--- src/rtl/rf_serial_seq.sv ---
// Sequencer that runs one register-to-register op through a 1-bit serial ALU:
// it reads both sources, streams them LSB-first for WIDTH cycles, then writes rd.
`default_nettype none

module rf_serial_seq #(
    parameter int WIDTH = 16,
    parameter int AW    = 3
) (
    input  logic             clk,
    input  logic             rst,
    input  logic             req_valid,
    output logic             req_ready,
    input  logic [AW-1:0]    req_rs1,
    input  logic [AW-1:0]    req_rs2,
    input  logic [AW-1:0]    req_rd,
    input  logic             flush,
    output logic [AW-1:0]    rf_rs1,
    output logic [AW-1:0]    rf_rs2,
    input  logic [WIDTH-1:0] rf_rs1_data,
    input  logic [WIDTH-1:0] rf_rs2_data,
    output logic [AW-1:0]    rf_rd,
    output logic             rf_we,
    output logic [WIDTH-1:0] rf_wdata,
    output logic             alu_first,
    output logic             alu_a,
    output logic             alu_b,
    input  logic             alu_res,
    output logic             done
);

    localparam int CW = (WIDTH > 1) ? $clog2(WIDTH) : 1;
    localparam logic [CW-1:0] CNT_LAST = CW'(WIDTH - 1);

    typedef enum logic [1:0] {
        S_IDLE,
        S_READ,
        S_SHIFT,
        S_WB
    } state_t;

    state_t            state_q, state_d;
    logic [CW-1:0]     cnt_q, cnt_d;
    logic [WIDTH-1:0]  a_q, a_d;
    logic [WIDTH-1:0]  b_q, b_d;
    logic [WIDTH-1:0]  res_q, res_d;
    logic [AW-1:0]     rs1_q, rs1_d;
    logic [AW-1:0]     rs2_q, rs2_d;
    logic [AW-1:0]     rd_q, rd_d;

    always_ff @(posedge clk) begin
        if (!rst) begin
            state_q <= S_IDLE;
            cnt_q   <= '0;
            a_q     <= '0;
            b_q     <= '0;
            res_q   <= '0;
            rs1_q   <= '0;
            rs2_q   <= '0;
            rd_q    <= '0;
        end else begin
            state_q <= state_d;
            cnt_q   <= cnt_d;
            a_q     <= a_d;
            b_q     <= b_d;
            res_q   <= res_d;
            rs1_q   <= rs1_d;
            rs2_q   <= rs2_d;
            rd_q    <= rd_d;
        end
    end

    // rf_rd is held at 0 outside WB so the reg_file never forwards on a stale match.
    always_comb begin
        state_d   = state_q;
        cnt_d     = cnt_q;
        a_d       = a_q;
        b_d       = b_q;
        res_d     = res_q;
        rs1_d     = rs1_q;
        rs2_d     = rs2_q;
        rd_d      = rd_q;
        req_ready = 1'b0;
        rf_rs1    = '0;
        rf_rs2    = '0;
        rf_rd     = '0;
        rf_we     = 1'b0;
        rf_wdata  = '0;
        alu_first = 1'b0;
        alu_a     = 1'b0;
        alu_b     = 1'b0;
        done      = 1'b0;

        case (state_q)
            S_IDLE: begin
                req_ready = 1'b1;
                if (req_valid && !flush) begin
                    rs1_d   = req_rs1;
                    rs2_d   = req_rs2;
                    rd_d    = req_rd;
                    state_d = S_READ;
                end
            end
            S_READ: begin
                rf_rs1 = rs1_q;
                rf_rs2 = rs2_q;
                if (flush) begin
                    state_d = S_IDLE;
                end else begin
                    a_d     = rf_rs1_data;
                    b_d     = rf_rs2_data;
                    cnt_d   = '0;
                    state_d = S_SHIFT;
                end
            end
            S_SHIFT: begin
                alu_a     = a_q[0];
                alu_b     = b_q[0];
                alu_first = (cnt_q == '0);
                if (flush) begin
                    state_d = S_IDLE;
                end else begin
                    a_d   = a_q >> 1;
                    b_d   = b_q >> 1;
                    res_d = {alu_res, res_q[WIDTH-1:1]};
                    cnt_d = cnt_q + CW'(1);
                    if (cnt_q == CNT_LAST) begin
                        state_d = S_WB;
                    end
                end
            end
            S_WB: begin
                rf_rd    = rd_q;
                rf_wdata = res_q;
                if (!flush) begin
                    rf_we = (rd_q != '0);
                    done  = 1'b1;
                end
                state_d = S_IDLE;
            end
            default: begin
                state_d = S_IDLE;
            end
        endcase
    end

endmodule

`default_nettype wire

--- config.mk ---
export PLATFORM = sky130hd
export DESIGN_NAME = rf_serial_seq
export DESIGN_NICKNAME = d
export VERILOG_FILES = /design/src/rtl/rf_serial_seq.sv
export SDC_FILE = /design/constraint.sdc
export NUM_CORES = 1
export LEC_CHECK = 0
export ABC_AREA = 1
export BUFFER_PORTS_ARGS = -buffer_cell sky130_fd_sc_hd__buf_2
export CAP_MARGIN = 20
export CORE_ASPECT_RATIO = 1.1
export CORE_MARGIN = 5
export CORE_UTILIZATION = 48
export CTS_BUF_LIST = sky130_fd_sc_hd__clkbuf_8
export CTS_CLUSTER_SIZE = 14
export DETAILED_ROUTE_END_ITERATION = 7
export HOLD_SLACK_MARGIN = 0.1
export PLACE_DENSITY = 0.73
export SLEW_MARGIN = 25
export SYNTH_ARGS = -nofsm -noshare
export SYNTH_HDL_FRONTEND = slang
export SYNTH_SLANG_ARGS = --single-unit
export TNS_END_PERCENT = 10
--- constraint.sdc ---
create_clock -name clk -period 1.7 [get_ports clk]
set_input_delay 0.34 -clock clk [delete_from_list [all_inputs] [get_ports clk]]
set_output_delay 0.34 -clock clk [all_outputs]
set_load 0.03 [all_outputs]
== Word-level counts from Yosys, hierarchy flattened ==
Index checks and enable logic that the tools add are counted.

* Add/sub/neg operators: 1
* $mul: 0
* Divide/modulo/power cells: 0
* $lt $le $gt $ge: 0
* Eq/ne operators: 8
* Shift-type cells: 0
* Muxes and demuxes: 26
* Bitwise logic cells: 1
* Reductions and logical operators: 10

{| class="wikitable"
|+ Operators by type and width
! operator !! number
|-
| two-way mux 16 bit || 5
|-
| case mux 16 bit (2 select lines) || 2
|-
| two-way mux 3 bit || 3
|-
| two-way mux 1 bit || 8
|-
| two-way mux 2 bit || 4
|-
| two-way mux 4 bit || 2
|-
| case mux 2 bit (4 select lines) || 1
|-
| case mux 4 bit (2 select lines) || 1
|-
| != test 2 bit, second input constant || 3
|-
| AND reduction 2 bit || 3
|-
| adder 4 x 1 -> 4 bit, second input constant || 1
|-
| == test 2 bit, second input constant || 2
|-
| == test 4 bit, second input constant || 1
|-
| logical NOT 4 bit || 1
|-
| != test 3 bit, second input constant || 1
|-
| AND reduction 3 bit || 1
|-
| nonzero test 3 bit || 1
|-
| == test 2 x 1 -> 1 bit, second input constant || 1
|-
| logical NOT 2 bit || 1
|-
| nonzero test 2 bit || 1
|-
| logical AND 1 bit || 1
|-
| logical NOT 1 bit || 1
|-
| NOT 1 bit || 1
|}

* Flip-flop bits (word level): 63
* Bits in latches: 0
* Bits in writable memories: 0
* ROM bits: 0
* Input bits: 46
* Output and inout port bits: 31
* Logic and storage cells: 54
* Memories kept: 0

== Logic depth before layout (Yosys ltp) ==
Gate-level depths: netlist of run 1.

* Depth after elaboration: 4
* Mapped depth: 7
* Depth with buffers taken out: 6

== Worst setup path after synthesis of run 1 ==
Ideal clock, no wire load.

* Path type: reg2out
* Start: register state_q[0]
* End: output rf_we
* Arrival: 1.549 ns
* Required time: 1.360 ns
* Path slack: -0.189 ns
* Cell stages (with the launch flop): 6
* Buffers on the path: 1
* Path through: dfxtp_1 -> nand2_1 -> clkbuf_1 -> nor2_1 -> o31ai_1 -> inv_1

* Longest elaborated chain between the ends: 2

{| class="wikitable"
|+ RTL lines
! element !! line !! text
|-
| start, declared || 41 || <nowiki>state_t state_q, state_d;</nowiki>
|-
| start signal, assigned || 61 || <nowiki>state_q <= state_d;</nowiki>
|-
| == test 2 bit || 93 || <nowiki>case (state_q)</nowiki>
|-
| two-way mux 1 bit || 93 ||
|-
| end, declared || 22 || <nowiki>output logic rf_we,</nowiki>
|}

No other way between the ends.

== Worst setup path in the final report of run 1 ==
* Start: register state_q[0]
* End: output rf_wdata[4]

* Longest elaborated chain between the ends: 2

{| class="wikitable"
|+ RTL lines
! element !! line !! text
|-
| == test 2 bit || 93 ||
|-
| two-way mux 16 bit || 93 ||
|-
| end, declared || 23 || <nowiki>output logic [WIDTH-1:0] rf_wdata,</nowiki>
|}

No other way between the ends.

==> results of run 1 <==
## worst min path at each step
stage                     depth (start not counted)                     end                   from
after global routing                              3  res_q[15]$_SDFFE_PN0P_                alu_res
final                                             3  res_q[15]$_SDFFE_PN0P_                alu_res
after CTS                                         3  res_q[15]$_SDFFE_PN0P_                alu_res
after detailed placement                          2   rs2_q[0]$_SDFFE_PN0P_  rs2_q[0]$_SDFFE_PN0P_
after floorplan                                   2   rs1_q[0]$_SDFFE_PN0P_  rs1_q[0]$_SDFFE_PN0P_
after global placement                            2   rs1_q[2]$_SDFFE_PN0P_  rs1_q[2]$_SDFFE_PN0P_
## registers in the layout, summed over array words and instances (netlist names)
signal and cells:
rd_q 3, cnt_q 4, state_q 2, a_q 16, rs2_q 3, res_q 16
rs1_q 3, b_q 16
## kinds of logic after synthesis
family,Yosys count,synth area share
adder cells (fa/ha/maj),2,0.00791
AND/OR/NAND/NOR,326,0.414
flip-flops,63,0.399
AO/OA/AOI/OAI,33,0.0530
buffers and inverters,98,0.127
## metal layers
| metal | up-vias | track usage |
|---|---|---|
| met1 | 1355 | 0.216 |
| met4 | 0 | 0.0767 |
| met3 | 8 | 0.0328 |
| met2 | 79 | 0.315 |
| li1 | 1710 | - |
| met5 | - | 0 |
## report_power, final
part           internal, mW  switching, mW
Combinational         0.196          0.277
Clock                 0.966          0.586
Sequential             1.55         0.0431
Total                  2.72          0.906
## metrics by stage
| stage | cell area [um2] | hold WS (ns) | setup slack (ns) |
|---|---|---|---|
| finish | 3970 | 0.243 | 0.0696 |
| detailed placement | 3670 | 0.456 | 0.237 |
| global placement | 3670 | 0.448 | 0.299 |
| CTS | 3930 | 0.232 | 0.00120 |
| floorplan | 3170 | 0.441 | -0.0164 |
| global route | 3970 | 0.257 | -0.0295 |
## cell type report
type / count / area (um2)
Clock buffer: 9 / 124
Clock inverter: 7 / 113
Fill cell: 635 / 2550
Inverter: 69 / 259
Multi-Input combinational cell: 361 / 1530
Sequential cell: 63 / 1270
Tap cell: 82 / 103
Timing Repair Buffer: 91 / 574
## repair_timing
action                     4_1_cts  5_1_grt
setup buffers                    0        0
hold buffers                     0        0
resized for setup               12       19
setup endpoints to repair       29       27
## synth_stat cells, drive strengths merged
cell and instances:
nor3 1, a21oi 29, ha 2, nand2 178, clkbuf 7, inv 69
o31ai 1, buf 22, dfxtp 63, o21ai 3, nor2 99, nand3 48
## worst min-delay path, stage by stage
cell	delay, ns
buf_2	0.09
nand2_1	0.05
a21oi_1	0.05
==> impl_results.md, run 1 <==
- Status: complete, no violations
- Initial antenna violation count: 0
- Initial Util: 0.486
- Largest stage delay, worst path: 0.40 ns
- CTS Root Cell: clkbuf_8
- Clock sink count: 63
- Reg2reg end: res_q[0]$_SDFFE_PN0P_
- Initial DRC count: 170
- Slowest-stage cell, CP: dfxtp_4
- Buf+Inv Stages, Crit Path: 2
- PortBufs: 76
- Worst endpoint data arrival time: 1.29 ns
- Required @ worst endpoint: 1.36 ns
- Largest cells by area after synthesis: dfxtp_1 (40%), nand2_1 (21%), nor2_1 (12%), inv_1 (7.7%), nand3_1 (7.3%)
- Worst hold path type: input pin to flip-flop
- Die area: 8320 um2
- Longest Clk Path Bufs: 2
- Gate Count Post-Synth: 522
- Cell family with most CP delay: flip-flops
- CP Class: flip-flop to output pin
- I/O Pins: 77
- Synth area leader: dfxtp_1
- Layout cells sized above 1: 0.202
- Layout Skew: 0.00743 ns
- Hold Fails Final Rpt: 0
- Reg2Reg Setup Slack: 0.39 ns
- Crit-path cells: nand2_1 -> buf_6 -> nor2_1 -> buf_4
- Worst reg2reg startpoint: state_q[0]$_SDFFE_PN0P_
- Gp weighted congestion: 0.769
- Most common cell after layout, fill and taps aside: nand2_1
- H-Tree Depth: 3
- Total length of routed wires: 7.26 mm
- Vias in the first global route: 2874
- First-pass GRT wire length: ~12 mm
- CP endpoint kind: output pin
- Crit path to: rf_wdata[4]
- Pre-antenna DRT Iters: 4
- Tcrit/Tclk final: 0.959
- Layout Cells excl Fill: 682
- Rel. slew slack: 0.788
- Total length of routed met3 wires: 435 um
- P per Cell Area: 913 nW/um2
- ANT nets after route: 0
- Max Used Layer: met4
- Yosys cell types: 19
- CP Max Fanout: 19
- Crit path depth: 4
- Die Span X: 87.4 um
- Max Slew Vio Count: 0
- Clock-pin slew on the worst setup and hold paths: 0.07 ns
- Met2 Routed Length: approximately 3.4 mm
- Final #Nets: 643
- Die Span Y: 95.2 um
- CTS tree: built
- Pleak: 1.94 nW
- Vias/cell: 4.62
- Global Route Usage Sum: 0.181
- Tot Pwr: 3.62 mW
- Yosys reg bits: 63
- Post-DP HPWL: 4.77 mm
- Clock latency on the worst-skew pair: 0.34 ns
- Crit. Startpoint: state_q[0]$_SDFFE_PN0P_
- Largest net degree at the start of global routing: 37
- Unrepaired setup endpoints after global routing: true
- Total CTS buffers: 9
- Synth Warn #: 0
- DRC Markers: 0
- Routed WL per cell: approximately 11 um
- Max Fclk: a little over 600 MHz
- Setup Viol. Count Final: 0
- Area grow syn2layout: 25.4%
- Placed cells: 666
- Core area: 6520 um2
- Diode count: 0
- Worst setup SP type: flip-flop
- GRT overflow: 0
- Final min period: 1.63 ns
- Least-Margin Pin Slew: between 0.3 and 0.4 ns
- Syn avg cell area: around 6.1 um2
- Wl on met1: 3.30 mm
- Max Cap Viol: 0
- Most frequent cells in the layout: nand2_1 (176), nor2_1 (95), inv_1 (66)
- Vias post-DR: 3152
- Row cnt: 31
- Post-synth top area share: 0.399
- Cell depth of the worst flop-to-flop path: 6
- Peak VDD IR: 0.701 mV
- Syn nets: 570
- Sequential share of the synthesized area: 0.399
- Final setup TNS: 0 ns
- Post-synth design cell area: 3160 um2
- Final Core Density: 0.609
Note: power is estimated with default switching activity, not from simulation.
==> run 2: changes to the inputs <==
--- a/config.mk
+++ b/config.mk
@@ -9,7 +9,6 @@
 export BUFFER_PORTS_ARGS = -buffer_cell sky130_fd_sc_hd__buf_2
 export CAP_MARGIN = 20
 export CORE_ASPECT_RATIO = 1.1
-export CORE_MARGIN = 5
 export CORE_UTILIZATION = 48
 export CTS_BUF_LIST = sky130_fd_sc_hd__clkbuf_8
 export CTS_CLUSTER_SIZE = 14
==> constraint.sdc (replaced) <==
create_clock -name clk -period 1.7 [get_ports clk]
set_input_delay 0.34 -clock clk [delete_from_list [all_inputs] [get_ports clk]]
set_output_delay 0.34 -clock clk [all_outputs]
set_load 0.1 [all_outputs]
==> run 2 against run 1 <==
Against the previous run: the flow now finishes with violations (negative setup slack); core utilization increased by 9.6 points; combinational power grew 13%; final cell count is 0.29% lower; clock skew increased by 0.0057 ns; worst setup slack lost 0.075 ns; via count rose by 3.3%; sequential cell count stayed put; sequential power hardly changed; hold slack hardly changed; non-clock buffer count is the same; sequential share of layout area shrank 3.2 points; critical endpoint is now rf_we; highest routed layer unchanged.
==> impl_results.md, run 2 (synthesis results as in run 1) <==
- Status: finished, violations left
- Failing checks: negative setup slack
- H-Tree Depth: 3 (unchanged)
- CP endpoint kind: output pin
- Area grow syn2layout: 39.7%
- Die Span X: 79.4 um (-9.2%)
- Initial Util: 0.505 (+0.0192)
- Clock sink count: 63 (unchanged)
- Slowest-stage cell, CP: dfxtp_4
- Total length of routed wires: 7.59 mm (+4.5%)
- Max Slew Vio Count: 0 (unchanged)
- Routed WL per cell: 11.2 um (+4.8%)
- CP Max Fanout: 5 (-14)
- First-pass GRT wire length: 12.8 mm (+5.6%)
- Area of the multi-input gates: 1620 um2 (+6.1%)
- GRT overflow: 0 (unchanged)
- Peak VDD IR: 0.461 mV (-34%)
- Die area: 6920 um2 (-17%)
- Most frequent cells in the layout: nand2_1 (174), nor2_1 (68), inv_1 (64)
- Worst hold path type: input pin to flip-flop
- Max Fclk: 586 MHz (-4.4%)
- Gp weighted congestion: 0.787 (+2.3%)
- Rel. slew slack: 0.734 (-0.0537)
- Global Route Usage Sum: 0.236 (+0.0548)
- Initial DRC count: 165 (-2.9%)
- Total CTS buffers: 9 (unchanged)
- Hold Fails Final Rpt: 0 (unchanged)
- FF+latch area: 1270 um2 (about the same)
- Pre-antenna DRT Iters: 4 (unchanged)
- Vias post-DR: 3255 (+3.3%)
- CP Class: flip-flop to output pin
- Crit-path cells: nand2_4 -> nor2_4 -> o31ai_2 -> bufinv_8 -> buf_12
- Row cnt: 30 (-3.2%)
- Setup Viol. Count Final: 5 (+5)
- Pleak: 1.99 nW (+2.9%)
- Fill cell total of the finished layout: 514 (-19%)
- Final min period: 1.71 ns (+0.0752 ns)
- Worst endpoint data arrival time: 1.37 ns (+0.08 ns)
- Least-Margin Pin Slew: 0.397 ns (+0.0803 ns)
- Buf+Inv Stages, Crit Path: 2 (unchanged)
- Final Core Density: 0.705 (+0.0963)
- Vias in the first global route: 3009 (+4.7%)
- Worst setup SP type: flip-flop
- DRC Markers: 0 (unchanged)
- Longest Clk Path Bufs: 2 (unchanged)
- Initial antenna violation count: 0 (unchanged)
- Largest stage delay, worst path: 0.40 ns (about the same)
- Max Cap Viol: 0 (unchanged)
- I/O Pins: 77 (unchanged)
- Biggest registers after layout: a_q: 16 flops, b_q: 16 flops, res_q: 16 flops
- Unrepaired setup endpoints after global routing: true
- Largest net degree at the start of global routing: 34 (-8.1%)
- Clock latency on the worst-skew pair: 0.35 ns (about the same)
- ANT nets after route: 0 (unchanged)
- Tot Pwr: 3.44 mW (-5.2%)
- Post-CTS setup buffer count: 0 (unchanged)
- Final #Nets: 643 (unchanged)
- Final setup margin: -0.00560 ns (-0.0752 ns)
- PortBufs: 76 (unchanged)
- Core area: 6270 um2 (-3.8%)
- CTS Root Cell: clkbuf_8
- Vias/cell: 4.79 (+3.6%)
- Required @ worst endpoint: 1.36 ns (about the same)
- Cell family with most CP delay: flip-flops
- Post-DP HPWL: 5.12 mm (+7.5%)
- Layout Cells excl Fill: 680 (-0.29%)
- Clock-pin slew on the worst setup and hold paths: 0.07 ns (about the same)
- Tcrit/Tclk final: 1.00 (+0.0443)
- Placed cells: 664 (-0.30%)
- P per Cell Area: 777 nW/um2 (-15%)
- Diode count: 0 (unchanged)
- Layout cells sized above 1: 0.257 (+0.0550)
- Most common cell after layout, fill and taps aside: nand2_1
- CTS tree: built
- Layout Skew: 0.0131 ns (+0.00567 ns)
- Die Span Y: 87.2 um (-8.4%)
-- run 2: cell count changes in the layout (fill, tap and decap cells not counted), moves of 2 or more --
cell        change
buf_12         +28
nand2_1         -2
nor2_2         +25
bufinv_16       -2
nor2_1         -27
inv_1           -2
buf_2          -15
buf_4          -12
nor2_4          +2
clkinvlp_4      +2
-- run 2: what timing repair did --
item | 4_1_cts | 5_1_grt
hold buffers | 0 | 0
setup endpoints to repair | 29 | 28
resized for setup | 3 | 3
pin swaps | 1 | 1
-- run 2: final timing paths --
path	end	slack [ns]	depth (start not counted)	start
setup / recovery	rf_we	-0.006	5	state_q[1]$_SDFFE_PN0P_
hold / removal	res_q[15]$_SDFFE_PN0P_	0.24	3	alu_res
setup reg to reg	rs1_q[1]$_SDFFE_PN0P_	0.37	4	state_q[1]$_SDFFE_PN0P_
hold reg to reg	rs2_q[2]$_SDFFE_PN0P_	0.46	2	rs2_q[2]$_SDFFE_PN0P_
-- run 2: cell type report --
class                   count  share of cell area
clock buffers               9              0.0280
clock inverters             7              0.0164
inverters                  69              0.0617
multi-input cells         361               0.366
flip-flops and latches     63               0.287
well taps                  80              0.0226
repair buffers             91               0.218
-- run 2: per-stage QoR --
stage          cell area (um2)  hold WS [ns]  setup slack, ns  TNS, ns
3_5_place_dp              4200         0.457            0.270        0
6_report                  4420         0.243         -0.00560  -0.0177
2_1_floorplan             3310         0.441           -0.193    -2.78
5_1_grt                   4420         0.257          -0.0713    -1.27
3_3_place_gp              4200         0.449            0.299        0
4_1_cts                   4410         0.241          -0.0234   -0.113
-- run 2: worst register-to-register path, stage by stage, from the launching register on --
cell	delay (ns)
dfxtp_4	0.38
nor2_1	0.34
nand2_1	0.30
nand2_1	0.13
a21oi_1	0.07
-- run 2: power by group --
part	switching [mW]	leakage, nW	total, mW	internal, mW
clock	0.620	0.0956	1.30	0.678
combinational	0.327	1.38	0.535	0.208
sequential	0.0478	0.514	1.60	1.55
total	0.995	1.99	3.44	2.44
-- run 2: routing by layer --
layer	vias to the layer above	global-route usage	share of wire
li1	1710	-	-
met3	10	0.0576	0.060
met4	0	0.0942	0.014
met2	85	0.414	0.49
met5	-	0	0
met1	1450	0.274	0.43
